[src/rtl/cursor_ctrl.sv]
// Cursor position controller: accepts relative-motion packets, scales/accelerates
// them, and applies a clamped update to the cursor centre over three cycles.
module cursor_ctrl #(
  parameter int COORD_W      = 10,
  parameter int DISPL_W      = 9,
  parameter int X_MAX        = 639,
  parameter int Y_MAX        = 479,
  parameter int X_CENTER     = 320,
  parameter int Y_CENTER     = 240,
  parameter int SIZE         = 4,
  parameter int SHIFT        = 0,
  parameter int ACCEL_THRESH = 16,
  parameter int Y_INVERT     = 0
) (
  input  logic               frame_clk,
  input  logic               Reset,
  input  logic               pkt_valid,
  output logic               pkt_ready,
  input  logic [DISPL_W-1:0] X_displ,
  input  logic [DISPL_W-1:0] Y_displ,
  input  logic               btn_left,
  input  logic               btn_right,
  input  logic               accel_en,
  input  logic               recenter,
  output logic [COORD_W-1:0] X_pos,
  output logic [COORD_W-1:0] Y_pos,
  output logic [COORD_W-1:0] Size,
  output logic               moved,
  output logic               draw,
  output logic               erase
);

  localparam int MW = DISPL_W + 1;            // magnitude may double
  localparam int AW = COORD_W + DISPL_W + 2;  // signed sum, never wraps

  typedef enum logic [1:0] {IDLE, SCALE, APPLY} state_t;

  state_t             state_q, state_d;
  logic [DISPL_W-1:0] dx_q, dx_d, dy_q, dy_d;
  logic               bl_q, bl_d, br_q, br_d, acc_q, acc_d;
  logic               sx_q, sx_d, sy_q, sy_d;
  logic [MW-1:0]      mx_q, mx_d, my_q, my_d;
  logic [COORD_W-1:0] x_q, x_d, y_q, y_d;
  logic               moved_q, moved_d, draw_q, draw_d, erase_q, erase_d;
  logic               pend_q, pend_d;

  // Returns {negative, magnitude}; widened by one bit so negating -2^(W-1) is exact.
  function automatic logic [MW:0] scale(input logic [DISPL_W-1:0] d, input logic inv,
                                        input logic acc);
    logic signed [DISPL_W:0] e;
    logic [DISPL_W-1:0]      a;
    logic [MW-1:0]           m;
    logic                    neg;
    e   = {d[DISPL_W-1], d};
    if (inv) e = -e;
    neg = e[DISPL_W];
    a   = neg ? DISPL_W'(-e) : DISPL_W'(e);
    m   = MW'(a >> SHIFT);
    if (acc && (m >= MW'(ACCEL_THRESH))) m = m << 1;
    return {neg, m};
  endfunction

  function automatic logic [COORD_W-1:0] step(input logic [COORD_W-1:0] p, input logic neg,
                                              input logic [MW-1:0] m, input int mx);
    logic signed [AW-1:0] pe, me, s, lo, hi;
    pe = AW'(p);
    me = AW'(m);
    lo = AW'(SIZE);
    hi = AW'(mx - SIZE);
    s  = neg ? pe - me : pe + me;
    if (s < lo)      s = lo;
    else if (s > hi) s = hi;
    return s[COORD_W-1:0];
  endfunction

  // Recenter (live or pending) blocks acceptance so it always wins in IDLE.
  assign pkt_ready = (state_q == IDLE) && !pend_q && !recenter;

  always_comb begin
    state_d = state_q;
    dx_d = dx_q;  dy_d = dy_q;
    bl_d = bl_q;  br_d = br_q;  acc_d = acc_q;
    sx_d = sx_q;  sy_d = sy_q;  mx_d = mx_q;  my_d = my_q;
    x_d = x_q;    y_d = y_q;
    moved_d = 1'b0;
    draw_d = draw_q;  erase_d = erase_q;
    pend_d = pend_q;
    unique case (state_q)
      IDLE: begin
        if (recenter || pend_q) begin
          x_d     = COORD_W'(X_CENTER);
          y_d     = COORD_W'(Y_CENTER);
          moved_d = 1'b1;
          pend_d  = 1'b0;
        end else if (pkt_valid) begin
          state_d = SCALE;
          dx_d = X_displ;   dy_d = Y_displ;
          bl_d = btn_left;  br_d = btn_right;  acc_d = accel_en;
        end
      end
      SCALE: begin
        state_d      = APPLY;
        {sx_d, mx_d} = scale(dx_q, 1'b0, acc_q);
        {sy_d, my_d} = scale(dy_q, Y_INVERT != 0, acc_q);
        if (recenter) pend_d = 1'b1;
      end
      APPLY: begin
        state_d = IDLE;
        x_d     = step(x_q, sx_q, mx_q, X_MAX);
        y_d     = step(y_q, sy_q, my_q, Y_MAX);
        draw_d  = bl_q;
        erase_d = br_q & ~bl_q;
        moved_d = 1'b1;
        if (recenter) pend_d = 1'b1;
      end
      default: state_d = IDLE;
    endcase
  end

  always_ff @(posedge frame_clk) begin
    if (Reset) begin
      state_q <= IDLE;
      dx_q <= '0;  dy_q <= '0;
      bl_q <= 1'b0;  br_q <= 1'b0;  acc_q <= 1'b0;
      sx_q <= 1'b0;  sy_q <= 1'b0;  mx_q <= '0;  my_q <= '0;
      x_q <= COORD_W'(X_CENTER);
      y_q <= COORD_W'(Y_CENTER);
      moved_q <= 1'b0;  draw_q <= 1'b0;  erase_q <= 1'b0;
      pend_q <= 1'b0;
    end else begin
      state_q <= state_d;
      dx_q <= dx_d;  dy_q <= dy_d;
      bl_q <= bl_d;  br_q <= br_d;  acc_q <= acc_d;
      sx_q <= sx_d;  sy_q <= sy_d;  mx_q <= mx_d;  my_q <= my_d;
      x_q <= x_d;    y_q <= y_d;
      moved_q <= moved_d;  draw_q <= draw_d;  erase_q <= erase_d;
      pend_q <= pend_d;
    end
  end

  assign X_pos = x_q;
  assign Y_pos = y_q;
  assign Size  = COORD_W'(SIZE);
  assign moved = moved_q;
  assign draw  = draw_q;
  assign erase = erase_q;

endmodule
[config.mk]
export PLATFORM = sky130hd
export DESIGN_NAME = cursor_ctrl
export DESIGN_NICKNAME = d
export VERILOG_FILES = /design/src/rtl/cursor_ctrl.sv
export SDC_FILE = /design/constraint.sdc
export NUM_CORES = 1
export LEC_CHECK = 0
export BUFFER_PORTS_ARGS = -buffer_cell sky130_fd_sc_hd__buf_2
export CAP_MARGIN = 20
export CORE_MARGIN = 2
export CORE_UTILIZATION = 50
export DETAILED_ROUTE_END_ITERATION = 10
export GPL_ROUTABILITY_DRIVEN = 0
export PLACE_DENSITY = 0.7
export SLEW_MARGIN = 20
export SYNTH_ARGS = -nofsm -noshare
export SYNTH_HDL_FRONTEND = slang
export SYNTH_SLANG_ARGS = --single-unit
[constraint.sdc]
create_clock -name frame_clk -period 4.4 [get_ports frame_clk]
set_input_delay 0 -clock frame_clk [delete_from_list [all_inputs] [get_ports frame_clk]]
set_output_delay 0 -clock frame_clk [all_outputs]
set_load 0.01 [all_outputs]
After elaboration in Yosys (flattened, before gate mapping)
Index checks and enable logic that the tools add are counted.
{"block": "totals", "register_bits": 69, "inputBits": 25, "out_inout_bits": 34, "word_cells": 74}
{"block": "op_classes", "addsub": 6, "order_cmp": 6, "n_eq_ne": 6, "mux": 22, "bitwise": 3, "n_reduce_logical": 15}
{"cell": "$mux W10", "count": 8}
{"cell": "$lt A21 B4 Y1 const B", "count": 2}
{"cell": "$mux W21", "count": 2}
{"cell": "$pmux W10 S2", "count": 2}
{"cell": "$add A10 B10 Y11", "count": 2}
{"cell": "$sub A10 B10 Y11", "count": 2}
{"cell": "$gt A21 B10 Y1 const B", "count": 1}
{"cell": "$gt A21 B11 Y1 const B", "count": 1}
{"cell": "$ge A9 B5 Y1 const B", "count": 2}
{"cell": "$mux W9", "count": 2}
{"cell": "$neg A9 Y9", "count": 2}
{"cell": "$reduce_and A3 Y1", "count": 2}
{"cell": "$logic_and A1 B1 Y1", "count": 4}
{"cell": "$mux W2", "count": 2}
{"cell": "$ne A2 B1 Y1 const B", "count": 2}
{"cell": "$ne A2 B2 Y1 const B", "count": 2}
{"cell": "$pmux W1 S2", "count": 2}
{"cell": "$pmux W2 S2", "count": 1}
{"cell": "$reduce_and A2 Y1", "count": 2}
{"cell": "$reduce_bool A2 Y1", "count": 2}
{"cell": "$mux W1", "count": 3}
{"cell": "$eq A2 B1 Y1 const B", "count": 1}
{"cell": "$eq A2 B2 Y1 const B", "count": 1}
{"cell": "$logic_not A1 Y1", "count": 2}
{"cell": "other kinds (5)", "count": 6}

Longest topological paths before layout
Gate-level depths: netlist of run 1.
{"block": "depth", "ltp_word": 6, "ltp_mapped": 11, "depth_no_buf": 11}

Least setup slack after synthesis of run 1
No wires, ideal clock.
{"block": "synth_timing", "kind": "reg-to-reg", "startpoint": "register x_q[1] (netlist: X_pos[1])", "endpoint": "register x_q[5] (netlist: X_pos[5])", "setup_ns": 0.136, "t_arrival_ns": 2.657, "required_time_ns": 4.264, "setup_slack_ns": 1.606, "path_stages_with_launch": 11, "path_buffers": 0, "period_less_slack_ns": 2.794, "cell_sequence": "dfxtp_1 -> inv_1 -> fa_1 -> o21bai_1 -> a221oi_1 -> o21a_1 -> or4_1 -> a2111oi_0 -> and4b_1 -> nand2b_2 -> a221oi_1"}
{"block": "synth_via", "elab_chain_cells": 6, "elab_cells_between_ends": 8, "cone_classes": "2 x add/sub; 2 x order compare; 4 x mux"}
{"element": "start: declaration", "line": "43", "text": "logic [COORD_W-1:0] x_q, x_d, y_q, y_d;"}
{"element": "start signal: assignment", "line": "126", "text": "x_q <= COORD_W'(X_CENTER);"}
{"element": "$add A10 B10 Y11 / $sub A10 B10 Y11 (equally long branches)", "line": "70", "text": "s = neg ? pe - me : pe + me;"}
{"element": "$mux W21 *", "line": "70"}
{"element": "$gt A21 B11 Y1", "line": "72", "text": "else if (s > hi) s = hi;"}
{"element": "$mux W10", "line": "72"}
{"element": "$mux W10 *", "line": "71", "text": "if (s < lo) s = lo;"}
{"element": "$pmux W10 S2 *", "line": "88", "text": "unique case (state_q)"}
Every way passes the cells marked *; elsewhere a longest branch is shown, timed or not.
A chain may end at the register's enable or synchronous reset.

Worst setup path after layout of run 1
{"block": "layout_timing", "startpoint": "register y_q[1] (netlist: Y_pos[1])", "endpoint": "register y_q[1] (netlist: Y_pos[1])"}
{"block": "layout_via", "elab_chain_cells": 6, "elab_cells_between_ends": 8, "cone_classes": "2 x add/sub; 2 x order compare; 4 x mux"}
{"element": "start: declaration", "line": "43"}
{"element": "start signal: assignment", "line": "127", "text": "y_q <= COORD_W'(Y_CENTER);"}
{"element": "$add A10 B10 Y11 / $sub A10 B10 Y11 (equally long branches)", "line": "70"}
{"element": "$mux W21 *", "line": "70"}
{"element": "$gt A21 B10 Y1", "line": "72"}
{"element": "$mux W10", "line": "72"}
{"element": "$mux W10 *", "line": "71"}
{"element": "$pmux W10 S2 *", "line": "88"}
Marked as above.

==> flow_metrics.py, run 1 <==
metrics = {
    "die": {
        "die_width_um": 107.8,
        "core_sq_um": 10420,
        "floorplan.initialDensity_pct": 51.76,
        "num_io_pins": 59,
        "die_height_um": 107.8,
        "row_count": 37,
        "dieArea_sq_um": 11630,
    },
    "critical_path": {
        "setup.worst_path.start_class": "flop",
        "worstPathArrival_ns": 3.37,
        "required_time_of_the_critical_path_ns": 4.62,
        "critical_path.top_delay_family": "simple AND/OR/NAND/NOR gates",
        "cpPeakStageDelay_ns": 0.57,
        "crit_path_cell_trace": "inv_1, fa_1, o21bai_1, a21oi_1, nor3b_1, nor4_1, nand3_1, or4_4, o211ai_2, o21ai_1",
        "critPathMaxFanout": 5,
        "critical_path.n_buffers_inverters": 1,
        "setup.worst_path.end_class": "flop",
        "worstSetupPathType": "reg2reg",
        "crit_path_top_delay_cell": "sky130_fd_sc_hd__nor4_1",
    },
    "layout": {
        "register_area_sq_um": 1381,
        "multi_input_comb_area_sq_um": 3636,
        "area.growth.synth_to_final_pct": 12.16,
        "antenna_cells": 0,
        "layout.nets": 820,
        "final_layout_size_suffix_gt1_share_pct": 12.03,
        "nFillCells": 995,
    },
    "synth": {
        "post_synth_mux_area_share_pct": 4.827,
        "yosysWarningCount": 0,
        "yosys.area_share.adder_pct": 12.62,
        "ys_top_cells_by_area": "sky130_fd_sc_hd__dfxtp_1 26%, sky130_fd_sc_hd__ha_1 11%, sky130_fd_sc_hd__nand2_1 6.1%",
        "synth-edff-count": 0,
        "avgSynthCellArea_sq_um": 7.814,
        "synth_xor_xnor_area_share_pct": 3.574,
        "simple_gate_fraction_of_synth_area_pct": 22.33,
        "most_common_cell_in_the_netlist": "sky130_fd_sc_hd__nand2_1",
        "yosysUniqueCellTypes": 84,
        "number_of_cells_produced_by_synthesis": 690,
        "asr_flop_ratio_synth_pct": 0,
        "synthDominantCellAreaShare_pct": 25.62,
        "synth_top_cells_by_count": "88 x sky130_fd_sc_hd__nand2_1, 69 x sky130_fd_sc_hd__dfxtp_1, 63 x sky130_fd_sc_hd__a21oi_1, 52 x sky130_fd_sc_hd__inv_1, 51 x sky130_fd_sc_hd__nor2_1",
        "netlist_area_sq_um": 5391,
        "postSynthRegisterBits": 69,
        "largest_family_of_logic_cells_by_synthesized_area": "compound AO/OA/AOI/OAI gates",
        "synth_ff_type": "sky130_fd_sc_hd__dfxtp_1",
        "synth_compound_area_share_pct": 23.39,
        "synth_sequential_area_ratio_pct": 25.62,
        "post-synth-top-area-cell": "sky130_fd_sc_hd__dfxtp_1",
    },
    "sta": {
        "timing.setup.tns_ns": 0,
        "worst_pin_slew_ns": 0.8100,
        "finalHoldViolations": 0,
        "report.final.setup_viol": 0,
        "fin_skew_ns": 0.007238,
        "final.min_clock_period_ns": 3.154,
        "timing.max_slew.rel_slack_pct": 45.93,
        "grt_setup_unrepaired": "false",
        "post-route-worst-setup-slack_ns": 1.246,
        "report.final.slew_viol_count": 0,
        "max_frequency_mhz": 317.1,
        "period_share_pct": 71.68,
    },
    "global_route": {
        "grt_pass1_wl_um": 21960,
        "grt_util_all_layers_pct": 23.03,
        "grt_use_met3_pct": 3.390,
        "met1_usage_pct": 31.02,
        "first_global_vias": 4670,
        "antenna_found_initial": 0,
        "busiest_layer": "met2",
        "grtUsageMet2_pct": 38.72,
        "grt_start_max_net_pins": 64,
        "grt-ovfl-total": 0,
    },
    "run": {
        "max-cap-violations": 0,
    },
    "clock_network": {
        "clock_tree_root": "sky130_fd_sc_hd__clkbuf_8",
        "tritoncts_num_sinks": 69,
        "cts_tree": "yes",
        "worstSkewPairLatency_ns": 0.33,
        "h-tree-depth": 3,
        "max-clock-path-buffers": 2,
        "worst_setup_hold_path_clk_slew_ns": 0.07,
        "number_of_cts_inserted_buffers": 9,
    },
    "drt": {
        "vias_per_cell": 5.660,
        "dr.first_iter.drc_count": 227,
        "firstDrtPassIters": 4,
        "ant_nets": 0,
        "drc": 0,
        "detail_route.wl_per_cell_um": 14.69,
        "detail_route.wirelength_um": 12990,
        "dr_total_vias": 5003,
    },
    "min_path": {
        "worst_hold_path_type": "in2reg",
    },
    "place": {
        "dpl.hpwl_um": 9904,
        "place_worst_setup_slack_ns": 1.310,
        "buffers_on_ports": 48,
    },
    "power_and_ir_drop": {
        "p_leak_nw": 2.474,
        "max_ir_drop_vdd_uv": 193.4,
        "p_per_area_nw_per_um2": 232.4,
    },
    "outcome": {
        "run_status": "finished clean",
    },
}
## repair_timing
item                                    in CTS  in global routing
hold endpoints to repair                    23                  0
resized for setup                            0                  0
setup buffers                                0                  0
endpoints found under the setup margin       0                  0
hold buffers                                23                  0
## final timing paths
path             from       end  slack, ns  cells past startpoint
max          Y_pos[1]  Y_pos[1]       1.25                     10
min             Reset   mx_q[6]       0.26                      3
max reg2reg  Y_pos[1]  Y_pos[1]       1.25                     10
min reg2reg     erase     erase       0.47                      2
## layer usage
layer	routed length (um)	share of wire [%]
met5	0	0
met4	130	1.0
met3	659	5.1
met2	6020	46
met1	6176	48
## sequential cells by signal, indices dropped and copies added, names as in the netlist
name     flops
Y_pos       10
pend_q       1
X_pos       10
dx_q         9
sy_q         1
bl_q         1
dy_q         9
draw         1
acc_q        1
moved        1
erase        1
br_q         1
my_q        10
mx_q        10
sx_q         1
state_q      2
## through the flow
stage	util [%]	cells	cell area (sq um)	power [mW]	hold WS (ns)
finish	58.05	884	6047	1.405	0.2589
detailed placement	54.23	845	5649	0.9651	0.2467
CTS	58.05	884	6047	1.418	0.2513
global placement	54.23	845	5649	0.9565	0.2392
floorplan	-	698	5421	0.8998	0.1360
global route	58.05	884	6047	1.487	0.2960
## kinds of logic (layout without fill, tap and decap cells)
| group | after synthesis | after routing |
|---|---|---|
| compound gates | 187 | 187 |
| fa+ha+maj | 52 | 52 |
| simple gates | 239 | 239 |
| xor+xnor | 22 | 22 |
| flops | 69 | 69 |
| other cells | 2 | 10 |
| buf+inv | 93 | 143 |
| mux | 26 | 26 |
## layout by cell type (no fill, tap or decap), drive strengths merged, types with 5 or more instances in the layout
| master | count |
|---|---|
| a211o | 6 |
| a211oi | 8 |
| a21oi | 66 |
| a221oi | 7 |
| and2 | 10 |
| and3 | 6 |
| buf | 51 |
| clkbuf | 10 |
| clkinv | 6 |
| conb | 10 |
| dfxtp | 69 |
| dlygate4sd3 | 23 |
| ha | 48 |
| inv | 52 |
| mux2i | 26 |
| nand2 | 88 |
| nand2b | 9 |
| nand3 | 9 |
| nor2 | 51 |
| nor2b | 10 |
| nor3 | 12 |
| nor4 | 7 |
| o211ai | 8 |
| o21a | 5 |
| o21ai | 28 |
| o21bai | 9 |
| o31ai | 13 |
| or3 | 6 |
| or4 | 6 |
| xnor2 | 13 |
| xor2 | 9 |
## where the power goes
group          switching (mW)  internal, mW
combinational           0.172         0.122
sequential             0.0289         0.646
clock                   0.233         0.203
total                   0.434         0.971
## area by class of cell
type	instances	area share, %
clock buffers	10	2.110
well taps	136	2.814
multi-input cells	536	60.13
repair buffers	74	8.152
inverters	53	3.290
clock inverters	6	0.6621
flip-flops and latches	69	22.84
## tightest hold or removal path: stages
cell                     delay (ns)
sky130_fd_sc_hd__buf_2         0.10
sky130_fd_sc_hd__buf_4         0.30
sky130_fd_sc_hd__nor2_1        0.15
Note: power is estimated with default switching activity, not from simulation.
==> inputs of run 2 (changes only) <==
Clock period 4.4 ns to 3.1 ns, I/O delays scaled along.
==> run 2 against run 1 <==
Net effect: worst hold slack lost 0.14 ns; register-to-register slack got worse by 1.1 ns; sequential cell count unchanged; critical endpoint is now X_pos[5].
==> flow_metrics.py, run 2 (synthesized netlist as in run 1, its figures left out) <==
metrics = {
    "layout": {
        "finalCoreUtilization_pct": 59.66,
        "most-common-layout-cells": "88 x sky130_fd_sc_hd__nand2_1, 67 x sky130_fd_sc_hd__dfxtp_1, 63 x sky130_fd_sc_hd__a21oi_1, 52 x sky130_fd_sc_hd__inv_1, 51 x sky130_fd_sc_hd__nor2_1",
        "final_layout_size_suffix_gt1_share_pct": 14.85,
        "area.growth.synth_to_final_pct": 15.27,
        "antenna_cells": 0,
        "leading_cell_type_in_the_layout_fill_and_taps_excluded": "sky130_fd_sc_hd__nand2_1",
        "nFillCells": 949,
        "layout.nets": 833,
    },
    "power_and_ir_drop": {
        "combinationalPowerShare_pct": 21.2,
        "power.net_switching_mw": 0.6509,
        "net_sw_share_pct": 31.48,
        "max_ir_drop_vdd_uv": 392.3,
        "internal_power_mw": 1.417,
        "p_leak_nw": 2.567,
        "share_clk_of_total_power_pct": 32.6,
        "seq_power_share_pct": 46.3,
        "p_per_area_nw_per_um2": 332.7,
        "report.power.total_mw": 2.068,
    },
    "global_route": {
        "grt_pass1_wl_um": 22150,
        "grt-ovfl-total": 0,
        "grt_start_max_net_pins": 63,
        "grt_util_all_layers_pct": 23.28,
        "antenna_found_initial": 0,
        "first_global_vias": 4743,
    },
    "sta": {
        "timing.max_slew.rel_slack_pct": 53.25,
        "finalHoldViolations": 0,
        "max_frequency_mhz": 333.6,
        "grt_setup_unrepaired": "true",
        "post-route-worst-setup-slack_ns": 0.1023,
        "fin_skew_ns": 0.01546,
        "report.final.setup_viol": 0,
        "worst_pin_slew_ns": 0.7013,
        "period_share_pct": 96.70,
        "final.min_clock_period_ns": 2.998,
        "report.final.slew_viol_count": 0,
    },
    "min_path": {
        "hold_path_startpoint": "Reset",
        "whs_path_depth": 3,
        "worst_hold_path_type": "in2reg",
    },
    "die": {
        "floorplan.initialDensity_pct": 51.76,
        "dieArea_sq_um": 11630,
        "num_io_pins": 59,
        "row_count": 37,
        "core_sq_um": 10420,
        "die_height_um": 107.8,
        "die_width_um": 107.8,
    },
    "critical_path": {
        "setup.worst_path.start_class": "flop",
        "cpPeakStageDelay_ns": 0.51,
        "critPathLaunch": "mx_q[0]",
        "worstSetupPathType": "reg2reg",
        "setup.worst_path.end_class": "flop",
        "crit_path_top_delay_cell": "sky130_fd_sc_hd__or4_1",
        "crit_path_cell_trace": "ha_1, inv_1, fa_1, o21bai_1, a221oi_1, o21a_1, or4_1, a2111oi_2, and4b_1, nand2b_2, a221oi_1",
        "critPathMaxFanout": 5,
        "reg2reg_depth": 11,
        "path_common_cell": "sky130_fd_sc_hd__a221oi_1",
        "worstReg2RegStart": "mx_q[0]",
        "worstPathArrival_ns": 3.19,
        "required_time_of_the_critical_path_ns": 3.29,
    },
    "outcome": {
        "run_status": "finished clean",
    },
    "clock_network": {
        "max-clock-path-buffers": 2,
        "clock_tree_root": "sky130_fd_sc_hd__clkbuf_8",
        "h-tree-depth": 3,
        "worstSkewPairLatency_ns": 0.35,
        "cts_tree": "yes",
        "tritoncts_num_sinks": 69,
        "worst_setup_hold_path_clk_slew_ns": 0.07,
        "number_of_cts_inserted_buffers": 9,
    },
    "place": {
        "dpl.hpwl_um": 9974,
        "place_worst_setup_slack_ns": 0.04705,
        "buffers_on_ports": 48,
    },
    "drt": {
        "ant_nets": 0,
        "detail_route.wl_per_cell_um": 14.99,
        "vias_per_cell": 5.710,
        "detail_route.wirelength_um": 13450,
        "dr.first_iter.drc_count": 269,
        "firstDrtPassIters": 7,
        "drc": 0,
        "dr_total_vias": 5122,
    },
    "run": {
        "max-cap-violations": 0,
    },
}
run 2: cell types whose count changed in the layout (fill, tap and decap cells not counted), moves of 2 or more:
cell | previous run | this run
sky130_fd_sc_hd__buf_4 | 3 | 16
sky130_fd_sc_hd__a2111oi_0 | 2 | 0
sky130_fd_sc_hd__a2111oi_2 | 0 | 2
sky130_fd_sc_hd__clkinv_2 | 3 | 1
sky130_fd_sc_hd__dfxtp_1 | 69 | 67
sky130_fd_sc_hd__dfxtp_2 | 0 | 2
run 2: power by group through the flow:
stage / clock (mW) / sequential, mW / combinational (mW)
after global placement: 0 / 0.974 / 0.388
after CTS: 0.689 / 0.956 / 0.422
after detailed placement: 0 / 0.977 / 0.398
after floorplan: 0 / 0.963 / 0.314
after global routing: 0.729 / 0.961 / 0.484
final: 0.673 / 0.956 / 0.438
run 2: routing by layer:
metal	track usage (%)	routed length [um]	vias up
met5	0	0	-
met4	6.593	195	0
met3	3.027	796	19
met2	38.68	6269	182
met1	31.57	6183	2355
li1	-	-	2566
run 2: cell type report:
| type | instances | area [sq um] | share of cell area [%] |
|---|---|---|---|
| multi-input combinational | 536 | 3687 | 59.33 |
| sequential | 69 | 1384 | 22.27 |
| timing repair buffer | 87 | 590.6 | 9.503 |
| inverter | 53 | 198.9 | 3.201 |
| tap | 136 | 170.2 | 2.738 |
| clock buffer | 10 | 137.6 | 2.215 |
| clock inverter | 6 | 46.29 | 0.7449 |
run 2: through the flow:
stage / cell area [sq um] / TNS, ns / hold slack [ns] / std cells
final: 6215 / 0 / 0.1146 / 897
after detailed placement: 5732 / 0 / 0.2464 / 856
after global placement: 5732 / 0 / 0.2399 / 856
after floorplan: 5421 / 0 / 0.1360 / 698
after CTS: 6146 / 0 / 0.1062 / 895
after global routing: 6215 / -0.06865 / 0.1144 / 897
run 2: repair_timing:
| action | CTS | global route |
|---|---|---|
| hold endpoints to repair | 23 | 0 |
| setup buffers | 0 | 2 |
| endpoints found under the setup margin | 0 | 12 |
| gates resized for setup | 0 | 13 |
| hold buffers | 23 | 0 |
run 2: path summary, 6_finish.rpt:
check,end,slack (ns)
setup reg to reg,X_pos[5],0.10
hold / removal,Y_pos[5],0.11
hold reg to reg,bl_q,0.48
setup / recovery,X_pos[5],0.10
run 2: critical path: cells and delay by family (launching register included):
family / cells / cell delay [ns]
simple gates: 3 / 0.94
fa+ha+maj: 2 / 0.58
buf+inv: 1 / 0.05
flops: 1 / 0.37
compound gates: 5 / 0.90
==> inputs of run 3 (changes only) <==
Settings changed: REMOVE_ABC_BUFFERS set to 1.
==> run 3 against run 2 <==
Net effect: sequential cell count is the same; total power rose by 7.0%; via count increased by 0.20%; worst setup slack improved by 0.0051 ns; maximum frequency is 0.17% higher; sequential power about the same; die area is the same; worst hold slack got worse by 0.031 ns; cell area increased by 0.32%; global-route usage rose by 0.51 points; critical endpoint is now X_pos[0]; highest routed layer unchanged.
==> flow_metrics.py, run 3 (synthesized netlist as in run 1, its figures left out) <==
metrics = {
    "outcome": {
        "run_status": "finished clean",
    },
    "power_and_ir_drop": {
        "report.power.total_mw": 2.213,
        "max_ir_drop_vdd_uv": 364.3,
        "p_per_area_nw_per_um2": 355.0,
        "p_leak_nw": 2.581,
    },
    "drt": {
        "dr.first_iter.drc_count": 231,
        "detail_route.wirelength_um": 13500,
        "detail_route.wl_per_cell_um": 15.14,
        "drc": 0,
        "firstDrtPassIters": 5,
        "dr_total_vias": 5132,
        "vias_per_cell": 5.753,
        "ant_nets": 0,
    },
    "run": {
        "max-cap-violations": 0,
    },
    "critical_path": {
        "crit-reg2reg-capture": "X_pos[0]",
        "reg2reg_depth": 11,
        "worstSetupPathType": "reg2reg",
        "cpPeakStageDelay_ns": 0.50,
        "crit_path_cell_trace": "ha_1, inv_1, fa_1, o21bai_1, a221oi_1, o21a_1, or4_1, a2111oi_2, and4b_1, nand2b_4, a221oi_1",
        "critical_path_destination": "X_pos[0]",
        "setup.worst_path.end_class": "flop",
        "critPathLaunch": "mx_q[0]",
        "regToRegSetupSlack_ns": 0.11,
        "path_common_cell": "sky130_fd_sc_hd__a221oi_1",
        "worstPathArrival_ns": 3.20,
        "worstReg2RegStart": "mx_q[0]",
        "crit_path_top_delay_cell": "sky130_fd_sc_hd__or4_1",
        "required_time_of_the_critical_path_ns": 3.31,
        "critPathMaxFanout": 5,
        "setup.worst_path.start_class": "flop",
    },
    "place": {
        "placed_cells_incl_taps": 851,
        "dpl.hpwl_um": 10040,
        "placed_cell_area_sq_um": 5694,
        "buffers_on_ports": 48,
    },
    "layout": {
        "final_area_sq_um": 6235,
        "layout.nets": 828,
        "final_layout_size_suffix_gt1_share_pct": 14.68,
        "leading_cell_type_in_the_layout_fill_and_taps_excluded": "sky130_fd_sc_hd__nand2_1",
        "antenna_cells": 0,
        "area.growth.synth_to_final_pct": 15.64,
        "finalNonFillerCells": 892,
        "most-common-layout-cells": "87 x sky130_fd_sc_hd__nand2_1, 67 x sky130_fd_sc_hd__dfxtp_1, 61 x sky130_fd_sc_hd__a21oi_1, 52 x sky130_fd_sc_hd__inv_1, 50 x sky130_fd_sc_hd__nor2_1",
    },
    "clock_network": {
        "max-clock-path-buffers": 2,
        "tritoncts_num_sinks": 69,
        "clock_tree_root": "sky130_fd_sc_hd__clkbuf_8",
        "number_of_cts_inserted_buffers": 9,
        "cts_tree": "yes",
        "worst_setup_hold_path_clk_slew_ns": 0.08,
        "worstSkewPairLatency_ns": 0.35,
        "h-tree-depth": 3,
    },
    "global_route": {
        "grt-ovfl-total": 0,
        "grt_start_max_net_pins": 37,
        "antenna_found_initial": 0,
        "grt_pass1_wl_um": 22600,
        "grt_util_all_layers_pct": 23.79,
        "first_global_vias": 4838,
    },
    "die": {
        "num_io_pins": 59,
        "die_width_um": 107.8,
        "dieArea_sq_um": 11630,
        "die_height_um": 107.8,
        "row_count": 37,
        "core_sq_um": 10420,
        "floorplan.initialDensity_pct": 51.76,
    },
    "sta": {
        "report.final.setup_viol": 0,
        "period_share_pct": 96.53,
        "hold_ws_ns": 0.08392,
        "finalHoldViolations": 0,
        "report.final.slew_viol_count": 0,
        "fin_skew_ns": 0.008796,
        "worst_pin_slew_ns": 0.7026,
        "final.min_clock_period_ns": 2.993,
        "timing.max_slew.rel_slack_pct": 53.16,
        "max_frequency_mhz": 334.2,
    },
    "min_path": {
        "worst_hold_path_type": "in2reg",
    },
}
run 3: cell count changes in the layout (fill, tap and decap cells not counted), moves of 2 or more:
cell                        delta
sky130_fd_sc_hd__a21oi_1       -2
sky130_fd_sc_hd__a21oi_2       +2
sky130_fd_sc_hd__buf_4         -5
sky130_fd_sc_hd__bufinv_16     +2
run 3: what timing repair did:
item	in CTS	in global routing
hold buffers	23	0
buffers inserted	0	2
setup endpoints to repair	0	11
resized for setup	0	17
endpoints found under the hold margin	23	0
run 3: how the worst min path moves through the flow:
stage / from / to / slack (ns) / cells after the start
final: Reset / draw / 0.08 / 2
after global routing: Reset / draw / 0.11 / 2
after CTS: Reset / draw / 0.07 / 2
after detailed placement: Y_displ[6] / dy_q[6] / 0.25 / 3
after global placement: btn_right / br_q / 0.24 / 3
after floorplan: Reset / acc_q / 0.07 / 1
run 3: layout make-up:
type / instances / area [sq um]
tap: 136 / 170.2
sequential: 69 / 1384
inverter: 53 / 198.9
fill: 967 / 4182
multi-input combinational: 536 / 3705
timing repair buffer: 82 / 553.0
clock inverter: 6 / 86.33
clock buffer: 10 / 137.6
run 3: per-stage QoR:
stage / util (%) / setup WS [ns] / setup TNS, ns
global route: 59.86 / -0.02865 / -0.08330
floorplan: - / 0.3144 / 0
CTS: 59.03 / 0.02030 / 0
detailed placement: 54.67 / 0.04766 / 0
finish: 59.86 / 0.1075 / 0
global placement: 54.67 / 0.1548 / 0
run 3: routing by layer:
metal  wire, um  GRT usage, %  vias to the layer above
met2       6318         38.90                      192
met1       6140         31.81                     2373
li1           -             -                     2546
met3        811         3.753                       21
met4        234         8.150                        0
met5          0             0                        -
run 3: where the power goes:
group          total (mW)  switching, mW  internal (mW)
Sequential          0.955         0.0378          0.917
Combinational       0.437          0.258          0.179
Clock               0.822          0.349          0.473
Total                2.21          0.644           1.57
run 3: worst max-delay path: cells and delay by family (launching register included):
kind	cells	cell delay [ns]
adder cells (fa/ha/maj)	2	0.59
AND/OR/NAND/NOR	3	0.95
buffers and inverters	1	0.05
AO/OA/AOI/OAI	5	0.90
flip-flops	1	0.36
